`config.mk`:
```
export PLATFORM = sky130hd
export DESIGN_NAME = gpio_cmd_responder
export DESIGN_NICKNAME = d
export VERILOG_FILES = /design/src/rtl/gpio_cmd_responder_pkg.sv /design/src/rtl/gpio_cmd_responder_result_fifo.sv /design/src/rtl/gpio_cmd_responder.sv
export SDC_FILE = /design/constraint.sdc
export NUM_CORES = 1
export LEC_CHECK = 0
export CORE_ASPECT_RATIO = 1.75
export CORE_MARGIN = 3
export CORE_UTILIZATION = 50
export CTS_CLUSTER_DIAMETER = 80
export DETAILED_ROUTE_END_ITERATION = 12
export DONT_BUFFER_PORTS = 1
export PLACE_DENSITY = 0.67
export SETUP_SLACK_MARGIN = 0.2
export SKIP_CTS_REPAIR_TIMING = 1
export SLEW_MARGIN = 20
export SYNTH_ARGS = -nofsm -noshare
export SYNTH_HDL_FRONTEND = slang
export SYNTH_HIERARCHICAL = 1
export SYNTH_SLANG_ARGS = --single-unit
```
`constraint.sdc`:
```
create_clock -name CLK100MHZ -period 9.97 [get_ports CLK100MHZ]
set_input_delay 2.991 -clock CLK100MHZ [delete_from_list [all_inputs] [get_ports CLK100MHZ]]
set_output_delay 2.991 -clock CLK100MHZ [all_outputs]
set_load 0.02 [all_outputs]
```
`src/rtl/gpio_cmd_responder_pkg.sv`:
```
// Shared opcodes, FSM states and GPIO word field positions for the command responder.
package gpio_cmd_responder_pkg;

    typedef enum logic [2:0] {
        OP_NOP       = 3'd0,
        OP_WR_KERNEL = 3'd1,
        OP_WR_PIXEL  = 3'd2,
        OP_SOP       = 3'd3,
        OP_EOP       = 3'd4,
        OP_RD_RESULT = 3'd5,
        OP_STATUS    = 3'd6,
        OP_FLUSH     = 3'd7
    } opcode_t;

    typedef enum logic [1:0] {
        ST_IDLE = 2'd0,
        ST_EXEC = 2'd1,
        ST_ACK  = 2'd2
    } state_t;

    // Command word layout
    localparam int CMD_OP_HI   = 31;
    localparam int CMD_OP_LO   = 29;
    localparam int CMD_REQ_BIT = 28;
    localparam int CMD_ADDR_HI = 11;
    localparam int CMD_ADDR_LO = 8;
    localparam int CMD_DATA_HI = 7;
    localparam int CMD_DATA_LO = 0;

    // Response word layout: {ack, opcode, error, payload}
    localparam int RSP_PAYLOAD_W = 27;

endpackage

```
`src/rtl/gpio_cmd_responder_result_fifo.sv`:
```
// Synchronous result FIFO with sticky overflow flag and single-cycle flush.
module gpio_cmd_responder_result_fifo #(
    parameter int DATA_W = 8,
    parameter int DEPTH  = 16,
    parameter int AW     = 4
) (
    input  logic              clk,
    input  logic              ck_rst,
    input  logic              push,
    input  logic [DATA_W-1:0] wr_data,
    input  logic              pop,
    input  logic              flush,
    output logic [DATA_W-1:0] rd_data,
    output logic              full,
    output logic              empty,
    output logic [AW:0]       count,
    output logic              overflow
);

    localparam logic [AW-1:0] PTR_ONE = {{(AW-1){1'b0}}, 1'b1};
    localparam logic [AW:0]   CNT_ONE = {{AW{1'b0}}, 1'b1};

    logic [DATA_W-1:0] mem [DEPTH];
    logic [AW-1:0]     wr_ptr;
    logic [AW-1:0]     rd_ptr;
    logic              do_push;
    logic              do_pop;

    assign full    = (int'(count) == DEPTH);
    assign empty   = (count == '0);
    assign do_pop  = pop && !empty && !flush;
    // A pop in the same cycle frees a slot, so full+pop+push is a legal push.
    assign do_push = push && !flush && (!full || do_pop);
    assign rd_data = mem[rd_ptr];

    always_ff @(posedge clk) begin
        if (do_push) begin
            mem[wr_ptr] <= wr_data;
        end
    end

    always_ff @(posedge clk) begin
        if (!ck_rst) begin
            wr_ptr   <= '0;
            rd_ptr   <= '0;
            count    <= '0;
            overflow <= 1'b0;
        end else if (flush) begin
            wr_ptr   <= '0;
            rd_ptr   <= '0;
            count    <= '0;
            overflow <= 1'b0;
        end else begin
            if (do_push) begin
                wr_ptr <= wr_ptr + PTR_ONE;
            end
            if (do_pop) begin
                rd_ptr <= rd_ptr + PTR_ONE;
            end
            if (do_push && !do_pop) begin
                count <= count + CNT_ONE;
            end else if (do_pop && !do_push) begin
                count <= count - CNT_ONE;
            end
            if (push && full && !do_pop) begin
                overflow <= 1'b1;
            end
        end
    end

endmodule

```
`src/rtl/gpio_cmd_responder.sv`:
```
// GPIO command responder: toggle-handshake decode, conv-core strobes and result/status return.
module gpio_cmd_responder
    import gpio_cmd_responder_pkg::*;
#(
    parameter int GPIO_D     = 32,
    parameter int BIT_LEN    = 8,
    parameter int M_LEN      = 3,
    parameter int FIFO_DEPTH = 16,
    parameter int FIFO_AW    = 4
) (
    input  logic               CLK100MHZ,
    input  logic               ck_rst,
    input  logic [GPIO_D-1:0]  i_gpio_data,
    output logic [GPIO_D-1:0]  o_gpio_data,
    output logic [BIT_LEN-1:0] o_kernel_data,
    output logic [3:0]         o_kernel_addr,
    output logic               o_kernel_we,
    output logic [BIT_LEN-1:0] o_pixel_data,
    output logic               o_pixel_valid,
    output logic               o_sop,
    output logic               o_eop,
    input  logic [BIT_LEN-1:0] i_result_data,
    input  logic               i_result_valid,
    output logic [2:0]         o_led
);

    state_t                   state;
    state_t                   state_nxt;
    opcode_t                  cmd_op;
    logic                     req_q;
    logic [3:0]               cmd_addr;
    logic [7:0]               cmd_data;
    logic                     ack_q;
    opcode_t                  rsp_op;
    logic                     rsp_err;
    logic [RSP_PAYLOAD_W-1:0] rsp_payload;
    logic                     rsp_err_nxt;
    logic [RSP_PAYLOAD_W-1:0] rsp_payload_nxt;

    logic                     exec;
    logic                     cmd_load;
    logic                     kernel_ok;
    logic                     fifo_pop;
    logic                     fifo_flush;
    logic [BIT_LEN-1:0]       fifo_rd_data;
    logic                     fifo_full;
    logic                     fifo_empty;
    logic [FIFO_AW:0]         fifo_count;
    logic                     fifo_overflow;
    logic                     unused_bits;

    assign unused_bits = ^{i_gpio_data[27:12], fifo_full};

    assign exec       = (state == ST_EXEC);
    // Freeze the command once a request is seen so EXEC/ACK act on a stable word.
    assign cmd_load   = (state == ST_IDLE) && (req_q == ack_q);
    assign kernel_ok  = (int'(cmd_addr) < M_LEN * M_LEN);
    assign fifo_pop   = exec && (cmd_op == OP_RD_RESULT) && !fifo_empty;
    assign fifo_flush = exec && (cmd_op == OP_FLUSH);

    gpio_cmd_responder_result_fifo #(
        .DATA_W (BIT_LEN),
        .DEPTH  (FIFO_DEPTH),
        .AW     (FIFO_AW)
    ) u_result_fifo (
        .clk      (CLK100MHZ),
        .ck_rst   (ck_rst),
        .push     (i_result_valid),
        .wr_data  (i_result_data),
        .pop      (fifo_pop),
        .flush    (fifo_flush),
        .rd_data  (fifo_rd_data),
        .full     (fifo_full),
        .empty    (fifo_empty),
        .count    (fifo_count),
        .overflow (fifo_overflow)
    );

    always_ff @(posedge CLK100MHZ) begin
        if (!ck_rst) begin
            state <= ST_IDLE;
        end else begin
            state <= state_nxt;
        end
    end

    always_comb begin
        state_nxt = state;
        case (state)
            ST_IDLE: if (req_q != ack_q) state_nxt = ST_EXEC;
            ST_EXEC: state_nxt = ST_ACK;
            ST_ACK:  state_nxt = ST_IDLE;
            default: state_nxt = ST_IDLE;
        endcase
    end

    always_comb begin
        rsp_err_nxt     = 1'b0;
        rsp_payload_nxt = '0;
        case (cmd_op)
            OP_WR_KERNEL: rsp_err_nxt = !kernel_ok;
            OP_RD_RESULT: begin
                if (fifo_empty) begin
                    rsp_err_nxt = 1'b1;
                end else begin
                    rsp_payload_nxt = RSP_PAYLOAD_W'(fifo_rd_data);
                end
            end
            OP_STATUS:    rsp_payload_nxt = RSP_PAYLOAD_W'({fifo_overflow, fifo_count});
            default:      ;
        endcase
    end

    // --- input register / strobe and response registers ---
    always_ff @(posedge CLK100MHZ) begin
        if (!ck_rst) begin
            cmd_op        <= OP_NOP;
            req_q         <= 1'b0;
            cmd_addr      <= '0;
            cmd_data      <= '0;
            ack_q         <= 1'b0;
            rsp_op        <= OP_NOP;
            rsp_err       <= 1'b0;
            rsp_payload   <= '0;
            o_kernel_we   <= 1'b0;
            o_kernel_addr <= '0;
            o_kernel_data <= '0;
            o_pixel_valid <= 1'b0;
            o_pixel_data  <= '0;
            o_sop         <= 1'b0;
            o_eop         <= 1'b0;
        end else begin
            if (cmd_load) begin
                cmd_op   <= opcode_t'(i_gpio_data[CMD_OP_HI:CMD_OP_LO]);
                req_q    <= i_gpio_data[CMD_REQ_BIT];
                cmd_addr <= i_gpio_data[CMD_ADDR_HI:CMD_ADDR_LO];
                cmd_data <= i_gpio_data[CMD_DATA_HI:CMD_DATA_LO];
            end

            o_kernel_we   <= exec && (cmd_op == OP_WR_KERNEL) && kernel_ok;
            o_pixel_valid <= exec && (cmd_op == OP_WR_PIXEL);
            o_sop         <= exec && (cmd_op == OP_SOP);
            o_eop         <= exec && (cmd_op == OP_EOP);

            if (exec && (cmd_op == OP_WR_KERNEL) && kernel_ok) begin
                o_kernel_addr <= cmd_addr;
                o_kernel_data <= cmd_data[BIT_LEN-1:0];
            end
            if (exec && (cmd_op == OP_WR_PIXEL)) begin
                o_pixel_data <= cmd_data[BIT_LEN-1:0];
            end

            if (exec) begin
                rsp_op      <= cmd_op;
                rsp_err     <= rsp_err_nxt;
                rsp_payload <= rsp_payload_nxt;
            end
            if (state == ST_ACK) begin
                ack_q <= req_q;
            end
        end
    end

    assign o_gpio_data = GPIO_D'({ack_q, rsp_op, rsp_err, rsp_payload});
    assign o_led       = {fifo_overflow, !fifo_empty, (state != ST_IDLE)};

endmodule
```
Word-level counts from Yosys, hierarchy flattened
Memory sizes are Yosys's and may differ from the RTL's. A register that Yosys moved wholly into a read port is not among the register bits.
Index checks and enable logic that the tools add are counted.
{ "totals": {"mem_bits_ro": 0, "register_bits": 88, "ramBits": 128, "latchBits": 0, "memories": 1, "output_inout_bits": 59, "word_cells": 81, "inputBits": 43} }
{ "memory_table": {"columns": ["name", "depth", "word_bits", "rd", "rd_clocked_by_memory_dff", "write_ports", "line_no", "source"], "rows": [
  ["u_result_fifo.mem", 16, 8, 1, 1, 1, "gpio_cmd_responder_result_fifo.sv:23", "logic [DATA_W-1:0] mem [DEPTH];"]
]} }
{ "classes": {"n_lt_le_gt_ge": 1, "addsub": 4, "n_mux": 12, "bitwise_logic": 1, "mul": 0, "reduce_logical": 29, "n_div": 0, "n_eq_ne": 13, "n_shift": 0} }
{ "ops": {"columns": ["op", "n"], "rows": [
  ["$logic_and 1x1->1", 17],
  ["$pmux 8 s2", 1],
  ["$eq 3x3->1 const B", 4],
  ["$mux 5", 2],
  ["$add 4x1->4 const B", 2],
  ["$mux 4", 2],
  ["$mux 8", 1],
  ["$eq 3x2->1 const B", 2],
  ["$logic_not 1->1", 6],
  ["$add 5x1->5 const B", 1],
  ["$eq 5x5->1 const B", 1],
  ["$logic_not 5->1", 1],
  ["$sub 5x1->5 const B", 1],
  ["$lt 4x4->1 const B", 1],
  ["$pmux 2 s2", 1],
  ["$reduce_bool 2->1", 2],
  ["$eq 3x1->1 const B", 1],
  ["$mux 1", 3],
  ["$eq 2x1->1 const B", 1],
  ["$eq 2x2->1 const B", 1],
  ["$logic_not 2->1", 1],
  ["$mux 2", 1],
  ["$ne 2x1->1 const B", 1],
  ["$pmux 1 s2", 1],
  ["other kinds (5)", 5]
]} }

Longest topological paths before layout
Gate-level depths: netlist (run 1).
{ "logic_depth": {"depth_word": 11, "mapped_depth": 15, "ltp_nobuf": 12} }

Modules after synthesis
The synthesis (run 1) kept the hierarchy.
{ "modules_own_cells": {"columns": ["module", "instances", "area_each_um2", "seq_area_each_um2", "cells_per_inst"], "rows": [
  ["gpio_cmd_responder_result_fifo", 1, 5816.8, 4204.0, 313],
  ["gpio_cmd_responder", 1, 2407.3, 1101.1, 260]
]} }

Worst setup path after synthesis (run 1)
OpenSTA, ideal clock, no wires.
{ "synth_timing": {"path_kind": "input-to-reg", "from": "input i_result_valid", "to": "register u_result_fifo.count[4]", "n_path_buf": 2, "slack_ns": 5.325, "arrival_time_ns": 4.588, "required_time_ns": 9.913, "cell_stages": 10, "setup_time_ns": 0.057, "cell_sequence": "o211a_1 > buf_6 > buf_8 > ha_1 > inv_1 > ha_1 > a21oi_1 > a211o_1 > a211oi_1 > a31o_2"} }
{ "synth_via": {"elab_chain_len": 5, "elab_cells_between_ends": 7, "cone_classes": "1 x mux; 6 x reduce/logical"} }
{ "synth_lines": {"columns": ["item", "line_no", "source"], "rows": [
  ["start: declaration", "gpio_cmd_responder.sv:23", "input logic i_result_valid,"],
  ["$logic_and 1x1->1 * (2 in a row)", "gpio_cmd_responder_result_fifo.sv:33", "assign do_push = push && !flush && (!full || do_pop);"],
  ["named net u_result_fifo.do_push", "gpio_cmd_responder_result_fifo.sv:26", "logic do_push;"],
  ["$logic_not 1->1", "gpio_cmd_responder_result_fifo.sv:62", "end else if (do_pop && !do_push) begin"],
  ["$logic_and 1x1->1", "gpio_cmd_responder_result_fifo.sv:62", null],
  ["$reduce_bool 2->1 (no line)", null, null],
  ["end signal: assignment", "gpio_cmd_responder_result_fifo.sv:61", "count <= count + CNT_ONE;"],
  ["end signal: assignment", "gpio_cmd_responder_result_fifo.sv:63", "count <= count - CNT_ONE;"],
  ["end: declaration", "gpio_cmd_responder_result_fifo.sv:16", "output logic [AW:0] count,"]
]} }
Mark *: on every way through the listed nets, which the timed path passes. The rest lies on a longest branch.
A chain may end at the register's enable or synchronous reset.

Final worst setup path (run 1)
{ "layout_timing": {"from": "register u_result_fifo.count[0]", "to": "output o_led[1]"} }
{ "layout_via": {"elab_chain_len": 2} }
{ "layout_lines": {"columns": ["item", "line_no", "source"], "rows": [
  ["$logic_not 5->1", "gpio_cmd_responder_result_fifo.sv:30", "assign empty = (count == '0);"],
  ["named net fifo_empty", "gpio_cmd_responder.sv:47", "logic fifo_empty;"],
  ["$logic_not 1->1", "gpio_cmd_responder.sv:165", "assign o_led = {fifo_overflow, !fifo_empty, (state != ST_IDLE)};"],
  ["end: declaration", "gpio_cmd_responder.sv:24", "output logic [2:0] o_led"]
]} }
The timed path passes the listed nets, and every way through them passes these cells.

==> summary.md, run 1 <==
| Metric | Value |
|---|---|
| Status | `finished clean` |
| Die Y | `176 um` |
| R2r endpoint | `u_result_fifo/count[4]` |
| Per-cell routed wire length | `20.1 um` |
| CTS buffer count | `19` |
| Worst hold slack | `0.488 ns` |
| Number of vias per cell | `5.75` |
| Hold Crit Class | `reg -> reg` |
| Largest net degree at the start of global routing | `70` |
| Antenna violations before repair | `0` |
| Cells on worst reg2reg path | `12` |
| Clock transition at path regs | `0.06 ns` |
| Global-route wire length before repair | `24100 um` |
| Number of max-cap violations | `0` |
| Syn Inst Count | `572` |
| I/O pins | `102` |
| WP data required | `6.98 ns` |
| Drt initial violations | `241` |
| Leakage power | `3.01 nW` |
| Initial Util | `0.513` |
| All-Layer GR Usage | `0.172` |
| Setup violators final | `0` |
| Fillers | `1300` |
| Worst Hold Endpoint | `o_kernel_addr[0]` |
| Detailed placer's ending HPWL | `10700 um` |
| Ys Warns | `6` |
| Final wirelength | `15300 um` |
| Post-place setup slack | `5.01 ns` |
| Pwr Density | `201 mW/mm2` |
| Clock latency on the worst-skew pair | `0.48 ns` |
| Clock root buffer | `clkbuf_16` |
| Worst EP arrival | `1.96 ns` |
| Max frequency | `0.202 GHz` |
| Post-layout nets | `615` |
| Hold Path Depth | `2` |
| Post-layout util | `0.550` |
| Area of the multi-input gates | `0.00258 mm2` |
| Port bufs | `0` |
| Sequential Area | `0.00531 mm2` |
| Core Box Area | `0.0160 mm2` |
| Crit Path Class | `reg -> out` |
| Die ar. | `0.0181 mm2` |
| Final Power | `1.77 mW` |
| Min cycle time layout | `4.95 ns` |
| Core Rows | `61` |
| H-tree levels | `1` |
| DRT Pass-1 Iters | `5` |
| CTS tree | `yes` |
| Gr ovfl total | `0` |
| TNS Setup | `0 ns` |
| Critical Path End Type | `output pin` |
| DRC violation count after routing | `0` |
| CTS Sinks | `201` |
| Worst r2r src | `u_result_fifo/count[0]` |
| Placed Cells | `730` |
| RSZ-0062 raised after global routing | `no` |
| Peak supply drop | `0.132 mV` |
| Hold_sp | `cmd_addr[0]` |
| Final Instance Area | `0.00882 mm2` |
| Max-slew headroom | `0.324` |
| FF-to-FF setup slack | `6.32 ns` |
| Crit share post-route | `0.497` |
| CP Launch Type | `register` |
| Mean Syn Cell Area | `14.4 um2` |
| Commonest cells after routing, fill and taps aside | `128 x edfxtp_1, 71 x dfxtp_1, 46 x nand2_1, 32 x mux4_2, 28 x nand3_1` |
| Antenna diodes | `0` |
| Number of global-route vias before repair | `4488` |
| Post-DP Area | `0.00822 mm2` |
| Routed via count | `4394` |
| Setup Skew | `0.0136 ns` |
| Chip width | `103 um` |
| Post-route setup slack | `5.02 ns` |
| RD Place Congestion | `0.791` |
| Antenna-violating nets left | `0` |
| Worst-Margin Slew | `1.01 ns` |
| Pins Over Slew Limit | `0` |
| Non-filler instance count after layout | `764` |
| Share of cells above drive strength 1 | `0.134` |
| Clock tree buffer depth | `3` |
| Most common cell after layout, fill and taps aside | `edfxtp_1` |
| Final hold viol count | `0` |
| Synthesized area | `0.00822 mm2` |
| P&R area growth vs syn | `7.26%` |
| Maximum fanout along the worst path | `6` |
how the worst max path moves through the flow:
stage                                 startpoint                endpoint  slack (ns)  cells after the start
after floorplan                   i_result_valid  u_result_fifo/count[4]        5.32                     10
after global placement            i_result_valid  u_result_fifo/count[4]        5.12                      8
after detailed placement          i_result_valid  u_result_fifo/count[4]        5.01                      8
after CTS                 u_result_fifo/count[0]                o_led[1]        5.04                      3
after global routing      u_result_fifo/count[0]                o_led[1]        4.99                      3
final                     u_result_fifo/count[0]                o_led[1]        5.02                      3
where the power goes:
part | total, mW | internal [mW] | switching, mW
Clock | 0.684 | 0.400 | 0.284
Sequential | 0.945 | 0.917 | 0.0282
Combinational | 0.146 | 0.0547 | 0.0911
Total | 1.77 | 1.37 | 0.403
critical path, cell delays in order, from the launching register on:
cell and delay, ns:
dfxtp_1 0.38, or4_4 0.58, nor2_1 0.32, inv_1 0.20
registers in the layout (all words and copies together) (netlist names), 2 cells and up, named ones only:
signal	count
rsp_payload	8
u_result_fifo/count	5
u_result_fifo/mem	128
u_result_fifo/wr_ptr	4
cmd_addr	4
cmd_op	3
o_kernel_data	8
state	2
u_result_fifo/rd_ptr	4
cmd_data	8
rsp_op	3
o_kernel_addr	4
o_pixel_data	8
area by class of cell:
cell class	count	area share
inverters	20	0.00851
clock buffers	27	0.0607
flip-flops and latches	201	0.602
multi-input cells	317	0.293
repair buffers	3	0.00255
clock inverters	7	0.00681
well taps	189	0.0268
routing by layer:
metal,vias up,track usage,routed length (um)
li1,2085,-,-
met1,2155,0.193,5640
met3,24,0.0362,872
met5,-,0,0
met4,0,0.0454,281
met2,130,0.320,8550
No activity file was read; power rests on OpenSTA's default activity.
==> inputs of run 2 (changes only) <==
==> constraint.sdc (replaced) <==
create_clock -name CLK100MHZ -period 5 [get_ports CLK100MHZ]
set_input_delay 1.5 -clock CLK100MHZ [delete_from_list [all_inputs] [get_ports CLK100MHZ]]
set_output_delay 1.5 -clock CLK100MHZ [all_outputs]
set_load 0.02 [all_outputs]
==> summary.md, run 2 (synthesis results as in run 1) <==
| Metric | Value |
|---|---|
| Status | `finished clean` |
| Max-slew headroom | `0.303` |
| Die ar. | `0.0181 mm2` |
| Share of cells above drive strength 1 | `0.136` |
| Switch Pwr | `0.810 mW` |
| Switch share | `0.227` |
| Chip width | `103 um` |
| Crit path max-delay family | `simple AND/OR/NAND/NOR gates` |
| Maximum fanout along the worst path | `17` |
| Pint | `2.76 mW` |
| Crit Path Class | `reg -> reg` |
| Min cycle time layout | `3.61 ns` |
| Antenna violations before repair | `0` |
| Leakage power | `3.01 nW` |
| Setup violators final | `0` |
| Final hold viol count | `0` |
| WP data required | `5.42 ns` |
| Sequential Area | `0.00531 mm2` |
| CTS buffer count | `19` |
| RSZ-0062 raised after global routing | `no` |
| CP Launch Type | `register` |
| Slowest CP cell | `or4_4` |
| H-tree levels | `1` |
| Clock share of power | `0.389` |
| Clock root buffer | `clkbuf_16` |
| Worst-Margin Slew | `1.04 ns` |
| Gr ovfl total | `0` |
| All-Layer GR Usage | `0.172` |
| Number of global-route vias before repair | `4462` |
| Peak supply drop | `0.276 mV` |
| RD Place Congestion | `0.786` |
| Initial Util | `0.513` |
| Number of max-cap violations | `0` |
| Drt initial violations | `238` |
| Global-route wire length before repair | `24100 um` |
| Worst EP arrival | `4.03 ns` |
| Detailed placer's ending HPWL | `10900 um` |
| Port bufs | `0` |
| Placed Cells | `730` |
| Final wirelength | `15400 um` |
| Crit path top cell by count | `ha_1` |
| Max frequency | `0.277 GHz` |
| Per-cell routed wire length | `20.2 um` |
| Antenna diodes | `0` |
| Setup Skew | `0.0131 ns` |
| Most common cell after layout, fill and taps aside | `edfxtp_1` |
| Antenna-violating nets left | `0` |
| DRC violation count after routing | `0` |
| Clock tree buffer depth | `3` |
| Clock latency on the worst-skew pair | `0.48 ns` |
| DRT Pass-1 Iters | `5` |
| CTS Sinks | `201` |
| Combinational power share | `0.083` |
| Crit share post-route | `0.721` |
| Core Rows | `61` |
| Non-filler instance count after layout | `764` |
| P&R area growth vs syn | `7.37%` |
| Post-layout nets | `615` |
| TNS Setup | `0 ns` |
| Fillers | `1271` |
| Pwr Density | `404 mW/mm2` |
| Area of the multi-input gates | `0.00258 mm2` |
| Reg with most FFs | `u_result_fifo/mem` |
| Clock transition at path regs | `0.06 ns` |
| Crit-path max cell delay | `0.58 ns` |
| Number of vias per cell | `5.79` |
| CP bufs+invs | `1` |
| Worst path cell trace | `or4_4 -> nor2_1 -> nor3_1 -> nand2b_1 -> o211a_1 -> ha_1 -> inv_1 -> ha_1 -> a21oi_1 -> nand3_1 -> a211oi_1 -> a31o_2` |
| Seq pwr share | `0.528` |
| Largest register FFs | `128` |
| Post-DP Area | `0.00822 mm2` |
| Routed via count | `4424` |
| Pins Over Slew Limit | `0` |
| Core Box Area | `0.0160 mm2` |
| Final Instance Area | `0.00883 mm2` |
| Largest net degree at the start of global routing | `70` |
| Critical Path End Type | `register` |
| Commonest cells after routing, fill and taps aside | `128 x edfxtp_1, 71 x dfxtp_1, 46 x nand2_1, 32 x mux4_2, 28 x nand3_1` |
| I/O pins | `102` |
| CTS tree | `yes` |
| Hold Crit Class | `reg -> reg` |
| Die Y | `176 um` |
-- run 2: changes by cell type in the layout (fill, tap and decap cells not counted) --
| cell | change |
|---|---|
| bufinv_16 | +1 |
| clkbuf_1 | -1 |
| clkbuf_8 | -2 |
| clkinv_2 | +2 |
-- run 2: worst min-delay path: cells and delay by family, from the launching register on --
| kind | cells | cell delay, ns |
|---|---|---|
| multiplexers | 1 | 0.06 |
| flip-flops | 1 | 0.32 |
| AND/OR/NAND/NOR | 1 | 0.06 |
-- run 2: layout make-up --
type                    count  share of cell area
repair buffers              3             0.00255
multi-input cells         317               0.292
clock inverters            10              0.0113
clock buffers              24              0.0571
flip-flops and latches    201               0.601
well taps                 189              0.0268
inverters                  20             0.00851
-- run 2: routing by layer --
layer | vias up | global-route usage | share of wire
met4 | 0 | 0.0492 | 0.019
met5 | - | 0 | 0
met1 | 2185 | 0.191 | 0.37
met2 | 138 | 0.324 | 0.56
met3 | 17 | 0.0322 | 0.053
li1 | 2084 | - | -
-- run 2: worst paths after layout --
path	from	to	slack [ns]	cells past startpoint
worst max-delay path	u_result_fifo/count[0]	u_result_fifo/count[4]	1.39	12
worst min-delay path	cmd_addr[1]	o_kernel_addr[1]	0.48	2
worst max register to register	u_result_fifo/count[0]	u_result_fifo/count[4]	1.39	12
worst min register to register	cmd_addr[1]	o_kernel_addr[1]	0.48	2
-- run 2: per-stage QoR --
stage                     power, mW  hold WS (ns)  setup slack (ns)  utilization
after floorplan                2.17         0.448              1.83            -
after global placement         2.20         0.460              1.60        0.513
after detailed placement       2.21         0.474              1.45        0.513
after CTS                      3.61         0.482              1.43        0.551
after global routing           3.72         0.511              1.13        0.551
final                          3.57         0.479              1.39        0.551
-- run 2: power by group through the flow --
stage          logic (mW)  clock network (mW)  registers [mW]
2_1_floorplan       0.277                   0            1.90
3_3_place_gp        0.280                   0            1.92
3_5_place_dp        0.295                   0            1.92
4_1_cts             0.296                1.43            1.88
5_1_grt             0.334                1.50            1.89
6_report            0.295                1.39            1.88
